File: config.mk
export PLATFORM = sky130hd
export DESIGN_NAME = run_match_monitor
export DESIGN_NICKNAME = d
export VERILOG_FILES = /design/src/rtl/run_mon_pkg.sv /design/src/rtl/run_ref_pattern.sv /design/src/rtl/run_match_monitor.sv
export SDC_FILE = /design/constraint.sdc
export NUM_CORES = 1
export LEC_CHECK = 0
export CAP_MARGIN = 20
export CORE_MARGIN = 1.5
export CORE_UTILIZATION = 31
export DETAILED_ROUTE_END_ITERATION = 8
export GPL_TIMING_DRIVEN = 0
export MAX_ROUTING_LAYER = met4
export REMOVE_ABC_BUFFERS = 1
export SYNTH_ARGS = -nofsm -noshare
export SYNTH_HDL_FRONTEND = slang
export SYNTH_HIERARCHICAL = 1
export SYNTH_SLANG_ARGS = --single-unit
File: constraint.sdc
create_clock -name clk -period 1.5 [get_ports clk]
set_input_delay 0.3 -clock clk [delete_from_list [all_inputs] [get_ports clk]]
set_output_delay 0.3 -clock clk [all_outputs]
set_load 0.1 [all_outputs]
File: src/rtl/run_mon_pkg.sv
// run_mon_pkg: shared FSM state encoding and counter-range helper for run_match_monitor.
package run_mon_pkg;
    typedef enum logic [1:0] {
        SEARCH = 2'd0,
        TRACK  = 2'd1,
        LOCKED = 2'd2,
        LOST   = 2'd3
    } state_e;

    function automatic int cnt_max(input int w);
        return (1 << w) - 1;
    endfunction
endpackage

File: src/rtl/run_ref_pattern.sv
// run_ref_pattern: W-bit reference that inverts every PERIOD enabled cycles, plus a one-cycle delayed copy.
module run_ref_pattern #(
    parameter int W      = 1,
    parameter int PERIOD = 1
) (
    input  logic         clk,
    input  logic         rst_n,
    input  logic         en_i,
    output logic [W-1:0] exp_o,
    output logic [W-1:0] exp_dly_o
);
    localparam int PH_W = PERIOD > 1 ? $clog2(PERIOD) : 1;

    logic [PH_W-1:0] ph_q, ph_d;
    logic [W-1:0]    exp_q, exp_d, dly_q, dly_d;
    logic            ph_last;

    assign ph_last = ph_q == PH_W'(PERIOD - 1);

    always_comb begin
        ph_d  = en_i ? (ph_last ? '0 : PH_W'(ph_q + 1'b1)) : ph_q;
        exp_d = en_i && ph_last ? ~exp_q : exp_q;
        dly_d = en_i ? exp_q : dly_q;
    end

    always_ff @(posedge clk) begin
        if (!rst_n) begin
            ph_q  <= '0;
            exp_q <= '0;
            dly_q <= '0;
        end else begin
            ph_q  <= ph_d;
            exp_q <= exp_d;
            dly_q <= dly_d;
        end
    end

    assign exp_o     = exp_q;
    assign exp_dly_o = dly_q;
endmodule

File: src/rtl/run_match_monitor.sv
// run_match_monitor: counts consecutive cycles where i matches a toggling reference,
// tracks lock/loss in a 4-state FSM and exposes property flags.
module run_match_monitor
    import run_mon_pkg::*;
#(
    parameter int W      = 1,
    parameter int CNT_W  = 3,
    parameter int THRESH = 5,
    parameter int PERIOD = 1
) (
    input  logic             clk,
    input  logic             rst_n,
    input  logic             en,
    input  logic             clr,
    input  logic             sat_mode,
    input  logic [W-1:0]     i,
    output logic [CNT_W-1:0] run_cnt,
    output logic [1:0]       state,
    output logic             lost,
    output logic             z_idle,
    output logic             hit_hi,
    output logic             hit_lo,
    output logic             echo
);
    localparam logic [CNT_W-1:0] MAX = CNT_W'(cnt_max(CNT_W));
    localparam logic [CNT_W-1:0] THR = CNT_W'(THRESH);

    if (THRESH < 1 || THRESH > cnt_max(CNT_W) || PERIOD < 1) begin : g_param_check
        $fatal(1, "run_match_monitor: THRESH or PERIOD out of range");
    end

    logic [W-1:0]     exp, exp_dly, prev_q, prev_d;
    logic [CNT_W-1:0] cnt_q, cnt_d, cnt_inc;
    state_e           state_q, state_d;
    logic             match;

    run_ref_pattern #(.W(W), .PERIOD(PERIOD)) u_ref (
        .clk       (clk),
        .rst_n     (rst_n),
        .en_i      (en),
        .exp_o     (exp),
        .exp_dly_o (exp_dly)
    );

    assign match   = i == exp;
    assign cnt_inc = cnt_q + 1'b1;

    always_comb begin
        prev_d  = en ? i : prev_q;
        cnt_d   = cnt_q;
        state_d = state_q;
        if (clr) begin
            cnt_d   = '0;
            state_d = SEARCH;
        end else if (en) begin
            cnt_d = !match ? '0 : cnt_q == MAX ? (sat_mode ? cnt_q : '0) : cnt_inc;
            case (state_q)
                SEARCH:  state_d = match ? (THRESH == 1 ? LOCKED : TRACK) : SEARCH;
                TRACK:   state_d = !match ? SEARCH : cnt_inc == THR ? LOCKED : TRACK;
                LOCKED:  state_d = match ? LOCKED : LOST;
                default: state_d = LOST;
            endcase
        end
    end

    always_ff @(posedge clk) begin
        if (!rst_n) begin
            prev_q  <= '0;
            cnt_q   <= '0;
            state_q <= SEARCH;
        end else begin
            prev_q  <= prev_d;
            cnt_q   <= cnt_d;
            state_q <= state_d;
        end
    end

    assign run_cnt = cnt_q;
    assign state   = state_q;
    assign lost    = state_q == LOST;
    assign z_idle  = exp == '0 && exp_dly == '0 && i == '0;
    assign hit_hi  = cnt_q == THR && exp[0];
    assign hit_lo  = cnt_q == THR && !exp[0];
    assign echo    = cnt_q != '0 && prev_q == exp;
endmodule

==> results by group <==
Status
  – Failing checks: setup timing
  – Outcome: finished with violations

Finish
  – Ant. Diodes: 0
  – Layout cell share with drive strength beyond 1: 44.2%
  – Final Util: 58.6%
  – Final nets: 90
  – Reg area: 168 sq um
  – Multi-input gate area: 358 sq um
  – Final Instance Area: 791 sq um
  – Syn-to-layout area delta: 68.1%
  – Fillcell total: 131

Clock tree
  – Num CTS Buffers: 3
  – Clock sink count: 8
  – Clk slew on worst S/H paths: 0.05 ns
  – Clk_lat worst skew: 0.25 ns
  – # H-tree levels: 1
  – Clock Tree Root: clkbuf_4
  – Max clock buf depth: 2
  – CTS tree: yes

Detailed routing
  – Via count: 466
  – Final WL: 1110 um
  – Via density: 5.07
  – WL per Instance: 12.1 um
  – Antenna-violating nets left: 0
  – Drt pass-1 iters: 4
  – DRC: 0
  – Starting DRC count in detailed routing: 12

Synthesis
  – FF+latch count, synth: 8
  – Register area share after synthesis: 34.0%
  – Largest cells by area after synthesis: dfxtp_1, ha_1, inv_1
  – Synthesized area: 470 sq um
  – Largest area contributor in the synthesized netlist: dfxtp_1
  – Count of different cell masters after synthesis: 21
  – Syn avg cell area: 8.71 sq um
  – Synth top area share: 34.0%
  – YS warnings: 6
  – Cells after synthesis: 54

STA
  – Final worst-path cycle share: 104%
  – Worst setup margin: -0.0589 ns
  – WHS: 0.498 ns
  – Slew Limit Fails: 0
  – Slew at the pin closest to its max-slew limit: 0.518 ns
  – Final Hold Fails: 0
  – Post-layout min period: 1.56 ns
  – Slew HR: 65.8%
  – Final setup violation count: 4
  – RSZ-0062 raised after global routing: yes
  – Fmax: 641 MHz
  – Fin Clk Skew: 0.00665 ns

GRT
  – Initial antenna violation count: 0
  – Gr usage total: 12.6%
  – Largest net degree at the start of global routing: 9
  – First-pass GRT wire length: 1680 um
  – Vias in the first global route: 399
  – Global route overflow: 0

Setup path
  – Setup crit start kind: flip-flop
  – Worst setup EP type: output pin
  – WP data arrival: 1.26 ns
  – Worst Path Class, Setup: flip-flop to output pin
  – CP Data Required Time: 1.20 ns
  – Critical Path Fanout Max: 3

Floorplanning
  – IO Count: 16
  – Chip Height: 42.0 um
  – Die Area: 1760 sq um
  – Core box area: 1350 sq um
  – Row count: 13
  – Initial Util: 34.8%
  – Die W: 42.0 um

Placed design
  – Worst slack, placed: -0.944 ns
  – Port buffer count: 15
  – Placed cell area: 639 sq um
  – HPWL after DPL: 712 um
  – Placer Congestion: 0.699

Worst hold path
  – Worst Hold Class: flip-flop to flip-flop

Pwr
  – Pwr dens: 686 nW/um^2
  – Max VDD drop: 0.620 mV
  – Pleak: 0.316 nW

Flow run
  – Max cap viols: 0
==> synthesized netlist by cell type (all sizes together) <==
| master | instances |
|---|---|
| xor2 | 2 |
| ha | 5 |
| nor2 | 5 |
| nor3 | 1 |
| o21bai | 1 |
| nand3 | 2 |
| a21oi | 3 |
| nor2b | 3 |
| or2b | 1 |
| and3 | 1 |
| nand2 | 5 |
| and4 | 1 |
| xnor2 | 1 |
| o32ai | 2 |
| and2 | 1 |
| dfxtp | 8 |
| inv | 6 |
| mux2i | 2 |
| a31oi | 2 |
| nand4 | 1 |
| a311o | 1 |
==> critical path, cell delays in order (launching register included) <==
cell	delay, ns
dfxtp_2	0.32
buf_6	0.12
inv_6	0.06
ha_4	0.13
nand2_2	0.06
nor2_4	0.13
buf_12	0.18
==> placed cells by master, fill, tap and decap left out, drive strengths merged <==
master,count
a311o,1
a21oi,3
clkdlybuf4s50,4
nand3,2
nand4,1
clkdlybuf4s18,1
and4,1
and3,1
o32ai,2
a31oi,2
and2,1
dfxtp,8
buf,14
or2b,1
nand2,5
nor3,1
ha,5
xnor2,1
nor2,5
nor2b,3
dlygate4sd2,1
xor2,2
mux2i,2
inv,6
clkbuf,3
o21bai,1
==> final timing paths <==
kind / startpoint / to / slack [ns] / cells past startpoint
setup / recovery: run_cnt[1] / hit_lo / -0.06 / 6
hold / removal: state[1] / state[0] / 0.50 / 2
setup reg to reg: run_cnt[1] / state[0] / -0.02 / 7
hold reg to reg: state[1] / state[0] / 0.50 / 2
==> per-layer routing <==
metal / global-route usage, % / up-vias / part of all wire [%]
met2: 18.1 / 18 / 50
met1: 16.0 / 211 / 42
met3: 6.52 / 0 / 8.2
li1: - / 237 / -
met5: - / - / 0
met4: 1.94 / 0 / 0
==> cell type report <==
type / instances / area share, %
Tap cell: 15 / 2.37
Sequential cell: 8 / 21.2
Timing Repair Buffer: 20 / 24.8
Inverter: 6 / 3.48
Clock buffer: 3 / 2.85
Multi-Input combinational cell: 40 / 45.3
==> state kept, by name (all words and copies together) (netlist names) <==
signal,flops
u_ref/exp_o,1
prev_q,1
u_ref/exp_dly_o,1
state,2
run_cnt,3
==> stage by stage <==
stage               std cells  setup TNS (ns)  total power (W)
finish                     92          -0.161         0.000542
floorplan                  54           -8.38         0.000329
CTS                        90          -0.245         0.000539
global placement           84           -5.64         0.000370
detailed placement         84           -5.64         0.000370
global route               92          -0.381         0.000572
==> what timing repair did <==
item	4_1_cts	5_1_grt
pin swaps	3	3
gates resized for setup	71	15
hold buffers	0	0
buffers inserted	3	2
setup endpoints to repair	10	7
==> report_power, final <==
group / switching (W) / internal, W / leakage, nW
Clock: 0.0000698 / 0.0000913 / 0.0138
Sequential: 0.0000148 / 0.000222 / 0.0673
Combinational: 0.0000925 / 0.0000524 / 0.235
==> logic make-up after synthesis <==
kind of cell | after synthesis | share of synthesized area (%)
fa+ha+maj | 5 | 13.3
flops | 8 | 34.0
simple gates | 21 | 23.1
mux | 2 | 4.26
buf+inv | 6 | 4.79
compound gates | 9 | 13.3
xor+xnor | 3 | 7.18
Power figures use the tool's default switching activity.
